## config.mk

```make
export PLATFORM = sky130hd
export DESIGN_NAME = ah_snoop_push_ctrl
export DESIGN_NICKNAME = d
export VERILOG_FILES = /design/src/rtl/ah_snoop_pkg.sv /design/src/rtl/ah_sat_counter.sv /design/src/rtl/ah_snoop_push_ctrl.sv
export SDC_FILE = /design/constraint.sdc
export NUM_CORES = 1
export LEC_CHECK = 0
export BUFFER_PORTS_ARGS = -buffer_cell sky130_fd_sc_hd__buf_2
export CAP_MARGIN = 20
export CORE_MARGIN = 3
export CORE_UTILIZATION = 36
export DETAILED_ROUTE_END_ITERATION = 10
export PLACE_DENSITY = 0.63
export SLEW_MARGIN = 25
export SYNTH_ARGS = -nofsm -noshare
export SYNTH_HDL_FRONTEND = slang
export SYNTH_SLANG_ARGS = --single-unit
```

## constraint.sdc

```tcl
create_clock -name clk -period 1.48 [get_ports clk]
set_clock_uncertainty 0.05 [all_clocks]
set_input_delay 0.296 -clock clk [delete_from_list [all_inputs] [get_ports clk]]
set_output_delay 0.296 -clock clk [all_outputs]
set_load 0.005 [all_outputs]
```

## src/rtl/ah_snoop_pkg.sv

```systemverilog
// Shared definitions for the snoop-then-push controller: state encoding
// and default parameter values.
package ah_snoop_pkg;

    localparam int AH_DW_DEFAULT    = 10;
    localparam int AH_CNT_W_DEFAULT = 16;

    typedef logic [1:0] ah_state_t;

    localparam ah_state_t ST_IDLE  = 2'd0;
    localparam ah_state_t ST_SNOOP = 2'd1;
    localparam ah_state_t ST_PUSH  = 2'd2;

endpackage : ah_snoop_pkg

```

## src/rtl/ah_sat_counter.sv

```systemverilog
// Saturating up-counter: counts inc pulses and sticks at all-ones.
module ah_sat_counter #(
    parameter int W = 16
) (
    input  logic         clk,
    input  logic         rstn,
    input  logic         inc,
    output logic [W-1:0] cnt
);

    logic [W-1:0] r_cnt;

    // Count increment requests, holding at the maximum value.
    always_ff @(posedge clk or negedge rstn) begin
        if (!rstn) begin
            r_cnt <= {W{1'b0}};
        end else if (inc && (r_cnt != {W{1'b1}})) begin
            r_cnt <= r_cnt + W'(1);
        end else begin
            r_cnt <= r_cnt;
        end
    end

    assign cnt = r_cnt;

endmodule : ah_sat_counter

```

## src/rtl/ah_snoop_push_ctrl.sv

```systemverilog
// Snoop-then-push controller: each accepted item is looked up in a
// snoopable FIFO; duplicates are dropped, unique items are written.
// Optional drop statistics counter enabled by AH_SNOOP_PUSH_STATS_EN.
module ah_snoop_push_ctrl
    import ah_snoop_pkg::*;
#(
    parameter int DW    = AH_DW_DEFAULT,
    parameter int CNT_W = AH_CNT_W_DEFAULT
) (
    input  logic          clk,
    input  logic          rstn,
    input  logic [DW-1:0] in_data,
    input  logic          in_valid,
    output logic          in_ready,
    output logic [DW-1:0] sdata,
    output logic          svalid,
    input  logic          smatch,
    output logic [DW-1:0] wdata,
    output logic          wvalid,
    input  logic          wready,
    output logic          busy
`ifdef AH_SNOOP_PUSH_STATS_EN
    ,
    output logic [CNT_W-1:0] drop_cnt
`endif
);

    ah_state_t     r_state;
    ah_state_t     w_state_nxt;
    logic [DW-1:0] r_hold;
    logic          r_svalid;
    logic          r_wvalid;
    logic          r_in_ready;
    logic          r_busy;
    logic          w_accept;

    assign w_accept = (r_state == ST_IDLE) && in_valid;

    // Next-state decode; smatch/wready only matter in their own state.
    always_comb begin
        w_state_nxt = r_state;
        case (r_state)
            ST_IDLE: begin
                if (in_valid) begin
                    w_state_nxt = ST_SNOOP;
                end else begin
                    w_state_nxt = ST_IDLE;
                end
            end
            ST_SNOOP: begin
                if (smatch) begin
                    w_state_nxt = ST_IDLE;
                end else begin
                    w_state_nxt = ST_PUSH;
                end
            end
            ST_PUSH: begin
                if (wready) begin
                    w_state_nxt = ST_IDLE;
                end else begin
                    w_state_nxt = ST_PUSH;
                end
            end
            default: begin
                w_state_nxt = ST_IDLE;
            end
        endcase
    end

    // State register plus output flags registered from the next state so
    // the handshake outputs come straight from flops.
    always_ff @(posedge clk or negedge rstn) begin
        if (!rstn) begin
            r_state    <= ST_IDLE;
            r_svalid   <= 1'b0;
            r_wvalid   <= 1'b0;
            r_in_ready <= 1'b1;
            r_busy     <= 1'b0;
        end else begin
            r_state    <= w_state_nxt;
            r_svalid   <= (w_state_nxt == ST_SNOOP);
            r_wvalid   <= (w_state_nxt == ST_PUSH);
            r_in_ready <= (w_state_nxt == ST_IDLE);
            r_busy     <= (w_state_nxt != ST_IDLE);
        end
    end

    // Capture the upstream item when it is accepted in IDLE.
    always_ff @(posedge clk or negedge rstn) begin
        if (!rstn) begin
            r_hold <= {DW{1'b0}};
        end else if (w_accept) begin
            r_hold <= in_data;
        end else begin
            r_hold <= r_hold;
        end
    end

    assign in_ready = r_in_ready;
    assign busy     = r_busy;
    assign svalid   = r_svalid;
    assign wvalid   = r_wvalid;
    assign sdata    = r_hold;
    assign wdata    = r_hold;

`ifdef AH_SNOOP_PUSH_STATS_EN
    logic w_drop;

    assign w_drop = (r_state == ST_SNOOP) && smatch;

    ah_sat_counter #(
        .W (CNT_W)
    ) u_drop_cnt (
        .clk  (clk),
        .rstn (rstn),
        .inc  (w_drop),
        .cnt  (drop_cnt)
    );
`else
    // No drop statistics in this build.
`endif

endmodule : ah_snoop_push_ctrl

```

# Word level (Yosys, flattened, before mapping)
# Cells that the tools add are included.
# W data, S select, Z words.
# word_totals
ff_bits,16
out_inout_bits,24
wordCells,18
input_bits,15
# op_classes
eq_ne,4
mux,4
reduce_logical,4
# op_table
op,count
$pmux W2 S3,1
$eq A2 B1 Y1 const B,2
$eq A2 B2 Y1 const B,2
$logic_not A2 Y1,2
$mux W2,2
$reduce_bool A2 Y1,1
$logic_and A1 B1 Y1,1
$mux W1,1

# Logic depth before layout (Yosys ltp)
# logic_depth
ltp_word,3
mapped_depth,4
ltp_nobuf,3

# Worst setup path after synthesis
# No wires, ideal clock.
# synth_path
path_kind,register to register
startpoint,register r_state[1]
endpoint,register r_hold[1] (netlist: sdata[1])
setup_time_ns,0.125
period_less_slack_ns,1.230
arrival_ns,1.055
setup_slack_ns,0.250
path_stages_with_launch,5
path_cell_list,dfrtp_1 -> nand2b_4 -> nor2_4 -> buf_8 -> mux2_4
# synth_between
elab_chain_cells,2
# synth_rtl
item,line,source
"start, declared",ah_snoop_push_ctrl.sv:28,ah_state_t r_state;
"start signal, assigned",ah_snoop_push_ctrl.sv:80,r_state <= w_state_nxt;
$logic_not A2 Y1,ah_snoop_push_ctrl.sv:37,assign w_accept = (r_state == ST_IDLE) && in_valid;
$logic_and A1 B1 Y1,ah_snoop_push_ctrl.sv:37,
"end signal, assigned",ah_snoop_push_ctrl.sv:91,r_hold <= {DW{1'b0}};
"end signal, assigned",ah_snoop_push_ctrl.sv:93,r_hold <= in_data;
"end signal, assigned",ah_snoop_push_ctrl.sv:95,r_hold <= r_hold;
"end, declared",ah_snoop_push_ctrl.sv:30,logic [DW-1:0] r_hold;
# No other way between the ends.
# A chain may end at the register's enable or synchronous reset.

# Worst setup path after layout
# layout_path
startpoint,register r_state[1]
endpoint,register r_hold[6] (netlist: sdata[6])
# The elaborated chain is that of the path after synthesis.

==> results.toml <==
[status]
status = "finished, final reports clean"

[global_routing]
track_usage_pct = 9.051
grt_max_degree = 17
grt_pass1_vias = 362
antenna_found_initial = 0
grt_first_pass_wirelength_mm = 1.642
grt-ovfl-total = 0

[pwr]
p_per_area_nw_per_um2 = 1411
leakagePower_nw = 0.4761
peakVddDrop_v = 0.0007187

[drt]
drc = 0
wl_per_cell_um = 10.64
wirelength_mm = 1.117
viasPerCell = 4.095
vias = 430
drt-initial-drc-count = 1
drt-pass1-iter-count = 2
ant_nets = 0

[floorplan]
core_area_um2 = 1802
die_w_um = 50.47
ios = 39
rows = 15
die-area_um2 = 2547
dieHeight_um = 50.47
initial_core_util_pct = 39.51

[setup_path]
cp_cell_sequence = "nand2b_4 -> nor2_4 -> buf_12 -> mux2_4"
path_max_fanout = 8
path_class = "flip-flop to flip-flop"
required_ps = 1610
arrival_ps = 1450
critical_path.top_delay_family = "flip-flops"
cp_num_cells = 4
slowest_delay_ps = 400
crit_slowest_cell = "dfrtp_1"
cp-start-kind = "flip-flop"
endpoint_kind = "flip-flop"
reg2reg_depth = 4
path_buf_inv = 1

[place]
gp_congestion = 0.5993
preCtsSetupSlack_ps = 161.6
port-buffer-count = 38
placed_cells = 100
dp_hpwl_um = 880.6

[timing]
hold_viol_final = 0
rsz0062_at_grt = "false"
clock.fmax_mhz = 755.8
tns_ps = 0
setup_slack_ps = 156.9
drv_slew = 0
post-route-min-period_ps = 1323
tightest_slew_ps = 409.0
slew_headroom_pct = 72.67
fin_crit_sh_pct = 89.40
setup_viol = 0

[final_layout]
final-seq-area_um2 = 401.6
layout-drive-gt1-share_pct = 71.25
nFillCells = 175
layout_common_cells = "buf_2, dfrtp_1, mux2_4"
nets = 96
multiInputGateArea_um2 = 220.2
final_cells = 105
antenna_cells = 0
syn_to_final_growth_pct = 27.77
mostFrequentLayoutCell = "buf_2"

[clock_network]
cts_tree = "yes"
clk_pin_slew_ps = 90
clock_path_buffers = 2
worstSkewPairLatency_ps = 290
htreeDepth = 1
clockRootBuffer = "clkbuf_4"
cts_resized = 0
cts_made_buffers = 3
clock_sinks = 16

[hold_path]
hold_class = "input port to flip-flop"
hold_depth = 2

[logic_synthesis]
yosys_warnings = 0
synth-seq-cells = 16
yosysTopAreaCellShare_pct = 52.72
synth_nets = 62
ys_seq_area_share_pct = 56.41
syn_area_um2 = 711.9
avgSynthCellArea_um2 = 15.15
synth.largest_area_cell = "dfrtp_1"
syn-instance-count = 47
yosysUniqueCellTypes = 14
ys_top_cells_by_area = "dfrtp_1, mux2_4, buf_4"

[run]
drv_cap = 0
-- logic make-up after synthesis --
kind of cell           count (synthesis)  share of synthesized area [%]
multiplexers                          10                          20.56
flip-flops                            16                          56.42
AO/OA/AOI/OAI                          3                          2.811
buffers and inverters                 11                          12.65
AND/OR/NAND/NOR                        7                          7.558
-- registers in the layout, summed over array words and instances (netlist names) --
signal	cells
busy	1
in_ready	1
r_state	2
sdata	10
svalid	1
wvalid	1
-- worst paths after layout --
kind / slack [ps] / to / start
max in group asynchronous: 700 / in_ready / rstn
hold / removal: 180 / sdata[8] / in_data[8]
hold reg to reg: 480 / sdata[7] / sdata[7]
setup reg to reg: 160 / sdata[6] / r_state[1]
setup / recovery: 160 / sdata[6] / r_state[1]
min in group asynchronous: 380 / svalid / rstn
-- worst register-to-register path, stage by stage (launching register included) --
cell      delay [ps]
dfrtp_1          400
nand2b_4         160
nor2_4           150
buf_12           160
mux2_4           300
-- cells in the mapped netlist, drive strengths merged --
cell and n:
dfrtp 15, buf 11, mux2 10, nor2 3, o21bai 2, a21oi 1, dfstp 1, nand2b 1
nor3b 1, or2 1, or2b 1
-- per-layer routing --
layer	global-route usage [%]	up-vias	wire (µm)
met3	5.341	2	125
met5	0	-	0
li1	-	213	-
met4	2.691	0	13
met2	13.91	22	536
met1	10.59	193	442
-- where the power goes --
| part | total (mW) | switching [mW] | internal (mW) | leakage [nW] |
|---|---|---|---|---|
| Sequential | 0.600 | 0.0603 | 0.540 | 0.191 |
| Combinational | 0.400 | 0.143 | 0.257 | 0.264 |
| Clock | 0.284 | 0.134 | 0.150 | 0.0210 |
| Total | 1.28 | 0.337 | 0.947 | 0.476 |
-- area by class of cell --
class                           count  area share, %
Tap cell                           25          3.439
Clock buffer                        4          3.989
Timing Repair Buffer               40          24.21
Multi-Input combinational cell     20          24.21
Sequential cell                    16          44.15
-- stage by stage --
step	util, %	power, mW	hold WS, ps	instance area (µm²)
after floorplan	-	0.9081	-49.59	711.9
after global placement	47.92	1.013	173.2	863.3
after detailed placement	47.92	1.017	175.5	863.3
after CTS	50.49	1.307	175.9	909.6
after global routing	50.49	1.367	163.4	909.6
final	50.49	1.284	182.8	909.6
-- timing repair --
item                                    CTS  global route
buffers inserted                          0             0
hold buffers                              1             0
endpoints found under the setup margin    0             0
hold endpoints to repair                 15             0
Power figures use the tool's default switching activity.
